**src/rtl/sar_pkg.sv**
```systemverilog
`default_nettype none
// ============================================================================
//  Module      : sar_pkg
//  Description : Shared constants and state encoding for the successive-
//                approximation search controller.
//  Contents    : c_default_width - default operand/result width
//                state_t         - controller state encoding
//  Revision    : 1.0 - initial release
// ============================================================================
package sar_pkg;

   localparam int unsigned c_default_width = 4;

   typedef enum logic [1:0] {
      S_IDLE = 2'd0,
      S_SRCH = 2'd1,
      S_DONE = 2'd2
   } state_t;

endpackage
`default_nettype wire

```
**src/rtl/sar_search_ctrl_if.sv**
```systemverilog
`default_nettype none
// ============================================================================
//  Module      : sar_search_ctrl_if
//  Description : Bundle of control, comparator-flag and result signals between
//                the search controller and its environment.
//  Ports       : start/abort  - search control (environment -> controller)
//                Eq/Gt/Sm     - comparator flags for the current A
//                A            - trial value driven to the comparator
//                busy/done    - controller status
//                found/result - search outcome
//  Modports    : master - environment side; slave - controller side
//  Revision    : 1.0 - initial release
// ============================================================================
interface sar_search_ctrl_if
   import sar_pkg::*;
#(
   parameter int WIDTH = c_default_width
);

   logic             start;
   logic             abort;
   logic             Eq;
   logic             Gt;
   logic             Sm;
   logic [WIDTH-1:0] A;
   logic             busy;
   logic             done;
   logic             found;
   logic [WIDTH-1:0] result;

   modport master (
      output start, abort, Eq, Gt, Sm,
      input  A, busy, done, found, result
   );

   modport slave (
      input  start, abort, Eq, Gt, Sm,
      output A, busy, done, found, result
   );

endinterface
`default_nettype wire

```
**src/rtl/sar_search_ctrl.sv**
```systemverilog
`default_nettype none
// ============================================================================
//  Module      : sar_search_ctrl
//  Description : Successive-approximation search controller. Drives trial
//                values (MSB first, one per clock) into an external magnitude
//                comparator and uses its flags to home in on a hidden target.
//                An Eq hit ends the search early.
//  Ports       : clk  - rising-edge clock
//                rst  - asynchronous active-high reset
//                bus  - sar_search_ctrl_if.slave (start, abort, Eq, Gt, Sm in;
//                       A, busy, done, found, result out)
//  Revision    : 1.0 - initial release
// ============================================================================
module sar_search_ctrl
   import sar_pkg::*;
#(
   parameter int WIDTH = c_default_width
) (
   input  wire logic         clk,
   input  wire logic         rst,
   sar_search_ctrl_if.slave  bus
);

   localparam logic [WIDTH-1:0] c_msb = {1'b1, {(WIDTH-1){1'b0}}};

   state_t           r_state;
   logic [WIDTH-1:0] r_a;
   logic [WIDTH-1:0] r_mask;
   logic [WIDTH-1:0] r_acc;
   logic [WIDTH-1:0] r_result;
   logic             r_found;

   state_t           w_nxt_state;
   logic [WIDTH-1:0] w_nxt_a;
   logic [WIDTH-1:0] w_nxt_mask;
   logic [WIDTH-1:0] w_nxt_acc;
   logic [WIDTH-1:0] w_nxt_result;
   logic             w_nxt_found;
   logic [WIDTH-1:0] w_acc_upd;
   logic [WIDTH-1:0] w_mask_sh;

   // State and datapath registers
   always_ff @(posedge clk or posedge rst) begin
      if (rst) begin
         r_state  <= S_IDLE;
         r_a      <= '0;
         r_mask   <= '0;
         r_acc    <= '0;
         r_result <= '0;
         r_found  <= 1'b0;
      end else begin
         r_state  <= w_nxt_state;
         r_a      <= w_nxt_a;
         r_mask   <= w_nxt_mask;
         r_acc    <= w_nxt_acc;
         r_result <= w_nxt_result;
         r_found  <= w_nxt_found;
      end
   end

   // Next-state and datapath update
   always_comb begin
      w_nxt_state  = r_state;
      w_nxt_a      = r_a;
      w_nxt_mask   = r_mask;
      w_nxt_acc    = r_acc;
      w_nxt_result = r_result;
      w_nxt_found  = r_found;
      w_mask_sh    = r_mask >> 1;
      // Sm and "no flag" both keep the bit; only Gt rejects it
      w_acc_upd    = bus.Gt ? r_acc : (r_acc | r_mask);

      case (r_state)
         S_IDLE: begin
            if (bus.start) begin
               w_nxt_acc   = '0;
               w_nxt_mask  = c_msb;
               w_nxt_a     = c_msb;
               w_nxt_found = 1'b0;
               w_nxt_state = S_SRCH;
            end
         end

         S_SRCH: begin
            if (bus.abort) begin
               // A, result and found are left untouched
               w_nxt_state = S_IDLE;
            end else if (bus.Eq) begin
               // Eq outranks Gt/Sm, so contradictory flags still resolve
               w_nxt_result = r_a;
               w_nxt_found  = 1'b1;
               w_nxt_state  = S_DONE;
            end else if (r_mask[0]) begin
               w_nxt_result = w_acc_upd;
               w_nxt_found  = 1'b0;
               w_nxt_state  = S_DONE;
            end else begin
               w_nxt_acc  = w_acc_upd;
               w_nxt_mask = w_mask_sh;
               w_nxt_a    = w_acc_upd | w_mask_sh;
            end
         end

         S_DONE: begin
            w_nxt_state = S_IDLE;
         end

         default: begin
            w_nxt_state = S_IDLE;
         end
      endcase
   end

   assign bus.A      = r_a;
   assign bus.busy   = (r_state == S_SRCH);
   assign bus.done   = (r_state == S_DONE);
   assign bus.found  = r_found;
   assign bus.result = r_result;

endmodule
`default_nettype wire

```
**src/flat_wrapper.sv**
```systemverilog
// flat-port wrapper written by rule: the top's interface ports become plain ports
module sar_search_ctrl_flat import sar_pkg::*;
#(
   parameter int WIDTH = c_default_width
)
  (clk, rst, bus_start, bus_abort, bus_Eq, bus_Gt, bus_Sm, bus_A, bus_busy, bus_done, bus_found, bus_result);
  sar_search_ctrl_if #(.WIDTH(WIDTH)) bus_i ();
  input  wire logic clk;
  input  wire logic rst;
  input wire logic [$bits(bus_i.start)-1:0] bus_start;
  input wire logic [$bits(bus_i.abort)-1:0] bus_abort;
  input wire logic [$bits(bus_i.Eq)-1:0] bus_Eq;
  input wire logic [$bits(bus_i.Gt)-1:0] bus_Gt;
  input wire logic [$bits(bus_i.Sm)-1:0] bus_Sm;
  output wire logic [$bits(bus_i.A)-1:0] bus_A;
  output wire logic [$bits(bus_i.busy)-1:0] bus_busy;
  output wire logic [$bits(bus_i.done)-1:0] bus_done;
  output wire logic [$bits(bus_i.found)-1:0] bus_found;
  output wire logic [$bits(bus_i.result)-1:0] bus_result;
  assign bus_i.start = bus_start;
  assign bus_i.abort = bus_abort;
  assign bus_i.Eq = bus_Eq;
  assign bus_i.Gt = bus_Gt;
  assign bus_i.Sm = bus_Sm;
  assign bus_A = bus_i.A;
  assign bus_busy = bus_i.busy;
  assign bus_done = bus_i.done;
  assign bus_found = bus_i.found;
  assign bus_result = bus_i.result;
  sar_search_ctrl #(.WIDTH(WIDTH)) u_core (.clk(clk), .rst(rst), .bus(bus_i));
endmodule
```
**config.mk**
```make
export PLATFORM = sky130hd
export DESIGN_NAME = sar_search_ctrl_flat
export DESIGN_NICKNAME = d
export VERILOG_FILES = /design/src/rtl/sar_pkg.sv /design/src/rtl/sar_search_ctrl_if.sv /design/src/rtl/sar_search_ctrl.sv /design/src/flat_wrapper.sv
export SDC_FILE = /design/constraint.sdc
export NUM_CORES = 1
export LEC_CHECK = 0
export ABC_AREA = 1
export BUFFER_PORTS_ARGS = -buffer_cell sky130_fd_sc_hd__buf_4
export CORE_MARGIN = 2
export CORE_UTILIZATION = 53
export DETAILED_ROUTE_END_ITERATION = 10
export PLACE_DENSITY = 0.85
export SETUP_SLACK_MARGIN = 0.1
export SLEW_MARGIN = 20
export SYNTH_ARGS = -nofsm -noshare
export SYNTH_HDL_FRONTEND = slang
export SYNTH_SLANG_ARGS = --single-unit
```
**constraint.sdc**
```tcl
create_clock -name clk -period 1.3 [get_ports clk]
set_input_delay 0.26 -clock clk [delete_from_list [all_inputs] [get_ports clk]]
set_output_delay 0.26 -clock clk [all_outputs]
set_load 0.01 [all_outputs]
```
After elaboration in Yosys (flattened, before gate mapping)
Cells that the tools add are included.
Storage, ports and cells
  bits of input ports: 7
  word-level logic and storage cells: 53
  flip-flop bits (word level): 19
Cells by class
  muxes and demuxes: 27
  reduce and logical (&&, ||, !) cells: 8
  equality and inequality tests: 8
  bitwise gates (word level): 3
Operator list (number)
  4-bit 2-to-1 mux: 14
  4-bit one-hot mux with 2 select lines: 3
  2-bit 2-to-1 mux: 4
  2-bit inequality test (second input constant): 4
  4-bit AND reduction: 2
  5-bit AND reduction: 1
  1-bit 2-to-1 mux: 4
  4-bit by 3-bit inequality test with 1-bit output (second input constant): 1
  4-bit by 3-bit OR with 4-bit output: 1
  4-bit OR: 1
  2-bit one-hot mux with 2 select lines: 1
  2-bit nonzero test: 2
  3-bit by 2-bit inequality test with 1-bit output (second input constant): 1
  3-bit AND reduction: 1
  2-bit by 1-bit equality test with 1-bit output (second input constant): 1
  2-bit equality test (second input constant): 1
  2-bit zero test: 1
  1-bit one-hot mux with 2 select lines: 1
  2-bit AND reduction: 1
  1-bit inverter: 1

Longest topological paths before layout
  depth after elaboration: 7
  mapped depth: 7

Worst setup path before layout
No wires, ideal clock.
  path kind: reg2reg
  start point: reg u_core.r_state[1]
  end point: reg u_core.r_a[1], in the netlist u_core.bus.A[1]
  arrival time: 0.966 ns
  clock period less this slack: 1.082 ns
  cell stages (with the launch flop): 6
  slack: 0.218 ns
  cell sequence: dfrtp_1 nor2_8 nand3_4 buf_6 nand3_1 nand2_1
Between the ends
  word-level cells in the longest chain between the ends: 3
  elaborated cells on any way between the ends: 9
  those cells by class: eq/ne (5); mux (1); reduce/logical (3)
Ends and longest elaborated chain
  start, declared: line sar_search_ctrl.sv:26  | state_t r_state;
  start signal, assigned: line sar_search_ctrl.sv:52  | r_state <= w_nxt_state;
  2-bit by 1-bit equality test with 1-bit output *
  via bus_busy: line flat_wrapper.sv:16  | output wire logic [$bits(bus_i.busy)-1:0] bus_busy;
  2-bit inequality test (no line) or 2-bit nonzero test (tied branches)
  5-bit AND reduction (no line)
  end signal, assigned: line sar_search_ctrl.sv:53  | r_a <= w_nxt_a;
  end, declared: line sar_search_ctrl.sv:27  | logic [WIDTH-1:0] r_a;
The timed path passes the listed nets; every way through them passes the cells marked *.
A chain may end at the register's enable or synchronous reset.

Worst setup path after layout
  start point: reg u_core.r_state[1]
  end point: out bus_done
Between the ends
  word-level cells in the longest chain between the ends: 1
Ends and longest elaborated chain
  2-bit equality test: line sar_search_ctrl.sv:116  | assign bus.done = (r_state == S_DONE);
  end, declared: line flat_wrapper.sv:17  | output wire logic [$bits(bus_i.done)-1:0] bus_done;
Every way passes these cells.

==> results.py <==
metrics = {
    "synth": {
        "ys_ff_latch": 19,
        "yosysTopAreaCell": "dfrtp_1",
        "postSynthCellCount": 131,
        "ys_warn_count": 0,
        "yosys.area.top_type_share": 0.472,
        "ys_types": 15,
        "synth_area_um2": 1010,
        "postSynthAreaPerCell_um2": 7.69,
        "yosysSeqAreaShare": 0.472,
        "synth.area.top_cells": "dfrtp_1 (47%), nand2_1 (24%), nand3_1 (6.5%)",
        "synthesis.nets": 138,
    },
    "drt": {
        "drc": 0,
        "avgRoutedWirePerCell_um": 13.9,
        "routedLengthMet1_mm": 1.00,
        "ant_nets": 0,
        "highest_layer": "met4",
        "via_per_inst": 5.15,
        "dr.pass1.iters": 4,
        "drtIter0Drc": 42,
        "wirelength_mm": 2.56,
        "vias": 953,
        "dr_wl_met2_mm": 1.39,
        "wl_met3_um": 103,
    },
    "grt": {
        "antenna_found_initial": 0,
        "grt_pass1_vias": 846,
        "grt_overflow": 0,
        "grt_pass1_wl_mm": 3.66,
        "grt_max_degree": 20,
        "grt_usage": 0.240,
    },
    "worst_setup_path": {
        "regToRegSetupSlack_ns": 0.07,
        "worstPathMaxFanout": 3,
        "timing.rr.start": "u_core.r_state[0]",
        "startpoint_type": "flip-flop",
        "cp.arrival_ns": 1.04,
        "critPathRequiredTime_ns": 1.04,
        "reg2regPathDepth": 7,
        "endpoint_kind": "primary output",
        "r2r-end": "u_core.bus.A[2]",
        "critPathKind": "flip-flop to primary output",
    },
    "final_layout": {
        "area.growth.synth_to_final_pct": 38.6,
        "diodes": 0,
        "seqCellArea_um2": 477,
        "drive_above_1_share": 0.400,
        "multi_input_area_um2": 559,
        "fin_nets": 168,
        "fillerInstances": 125,
        "stdcell_count": 185,
    },
    "cts": {
        "clockRootBuffer": "clkbuf_4",
        "tritoncts": "built",
        "insertion_delay_ns": 0.30,
        "clockBufferDepth": 2,
        "cts.sinks": 19,
        "clk_pin_slew_ns": 0.10,
        "htreeDepth": 1,
        "cts_buffers": 3,
    },
    "timing": {
        "setup_ws_ns": -0.000469,
        "drv_slew": 0,
        "finalWorstPathRequiredPeriod_ns": 1.30,
        "finalCritPeriodShare": 1.00,
        "tightest_slew_ns": 0.272,
        "relSlewSlack": 0.817,
        "finalHoldViolations": 0,
        "max_freq_mhz": 769,
        "fin_skew_ns": 0.00205,
        "rsz0062_at_grt": "yes",
        "setup_violations": 1,
    },
    "floorplanning": {
        "start_util": 0.571,
        "row_count": 15,
        "io_pins": 18,
        "dieArea_um2": 2270,
        "die_h_um": 47.6,
        "dieWidth_um": 47.6,
        "design.core.area_um2": 1760,
    },
    "run": {
        "drv_cap": 0,
    },
    "place": {
        "dp_cells": 172,
        "pre_cts_ws_ns": 0.104,
        "gp_congestion": 0.841,
        "portBuffers": 16,
        "dpl.hpwl_mm": 1.59,
    },
    "run_status": {
        "status": "finished, violations left",
        "violations": "setup timing",
    },
    "power": {
        "ir_drop_mv": 0.807,
        "power.leakage_nw": 0.774,
        "power_mw": 1.90,
        "powerDensity_nw_per_um2": 1360,
    },
    "hold_path": {
        "min_from": "bus_abort",
        "hp-class": "input port to flip-flop",
        "whs_endpoint": "u_core.bus.found",
        "hold_depth": 4,
    },
}
## synth_stat cells
cell type / n
inv_1: 12
o21ai_1: 2
inv_2: 3
nand2_1: 64
nand3_2: 2
nand2_2: 2
nor2_8: 1
nor2_1: 4
buf_6: 3
nor3_1: 2
o21ai_2: 1
nor2_4: 2
nand3_1: 13
nand3_4: 1
dfrtp_1: 19
## power breakdown
group	leakage [nW]	switching [mW]	internal, mW	total, mW
registers	0.249	0.0971	0.714	0.811
logic	0.510	0.439	0.345	0.784
clock network	0.0150	0.182	0.120	0.302
## through the flow
step | utilization | instance area (µm²) | hold slack (ns) | setup TNS, ns
2_1_floorplan | - | 1010 | 0.211 | 0
3_3_place_gp | 0.650 | 1150 | 0.295 | 0
3_5_place_dp | 0.650 | 1150 | 0.309 | 0
4_1_cts | 0.704 | 1240 | 0.241 | 0
5_1_grt | 0.791 | 1400 | 0.251 | -0.0666
6_report | 0.791 | 1400 | 0.240 | -0.000469
## state kept, by name, indices dropped and copies added (netlist names)
signal	cells
u_core.bus.A	4
u_core.bus.result	4
u_core.r_acc	4
u_core.r_mask	4
u_core.r_state	2
u_core.bus.found	1
## critical path, stage by stage (launching register included)
cell and delay [ns]:
dfrtp_2 0.46, inv_4 0.06, nor2_4 0.11, buf_6 0.11
## area by class of cell
class | instances | share of cell area
multi-input cells | 95 | 0.401
clock buffers | 4 | 0.0188
repair buffers | 27 | 0.171
well taps | 25 | 0.0224
inverters | 15 | 0.0457
flip-flops and latches | 19 | 0.341
## cells in the final DEF, fill, tap and decap left out, types with 2 or more instances in the layout
cell,n
nor2_1,2
o21ai_2,3
nand3_4,3
inv_1,12
nand2_1,50
nand2_4,5
nor2_4,3
buf_4,18
nand3_2,4
nand3_1,10
buf_6,7
dfrtp_1,18
nor3_1,2
nand2_2,11
clkbuf_4,3
## per-layer routing
layer / vias to the layer above / global-route usage
li1: 466 / -
met3: 7 / 0.0377
met4: 0 / 0.119
met5: - / 0
met2: 29 / 0.419
met1: 451 / 0.288
## kinds of logic after synthesis
| family | after synthesis | share of synthesized area |
|---|---|---|
| buffers and inverters | 18 | 0.0894 |
| DFF | 19 | 0.472 |
| AOI/OAI and AO/OA | 3 | 0.0186 |
| and+or+nand+nor | 91 | 0.420 |
## timing repair
action                                 in CTS  in global routing
resized for setup                           6                 37
buffers inserted                            4                  2
endpoints found under the hold margin      19                  0
setup endpoints to repair                  13                 19
gates cloned                                1                  1
pin swaps                                   2                 11
hold buffers                                1                  0
## worst max-delay path by stage
stage / from / to / slack (ns) / cells after the start
3_3_place_gp: u_core.r_state[1] / u_core.bus.A[1] / 0.13 / 5
4_1_cts: u_core.r_state[1] / bus_done / 0.01 / 3
5_1_grt: u_core.r_state[1] / bus_done / -0.05 / 3
6_report: u_core.r_state[1] / bus_done / -0.0005 / 3
2_1_floorplan: u_core.r_state[1] / u_core.bus.A[1] / 0.22 / 5
3_5_place_dp: u_core.r_state[1] / u_core.r_mask[2] / 0.10 / 5
(Power assumes the default switching activity.)
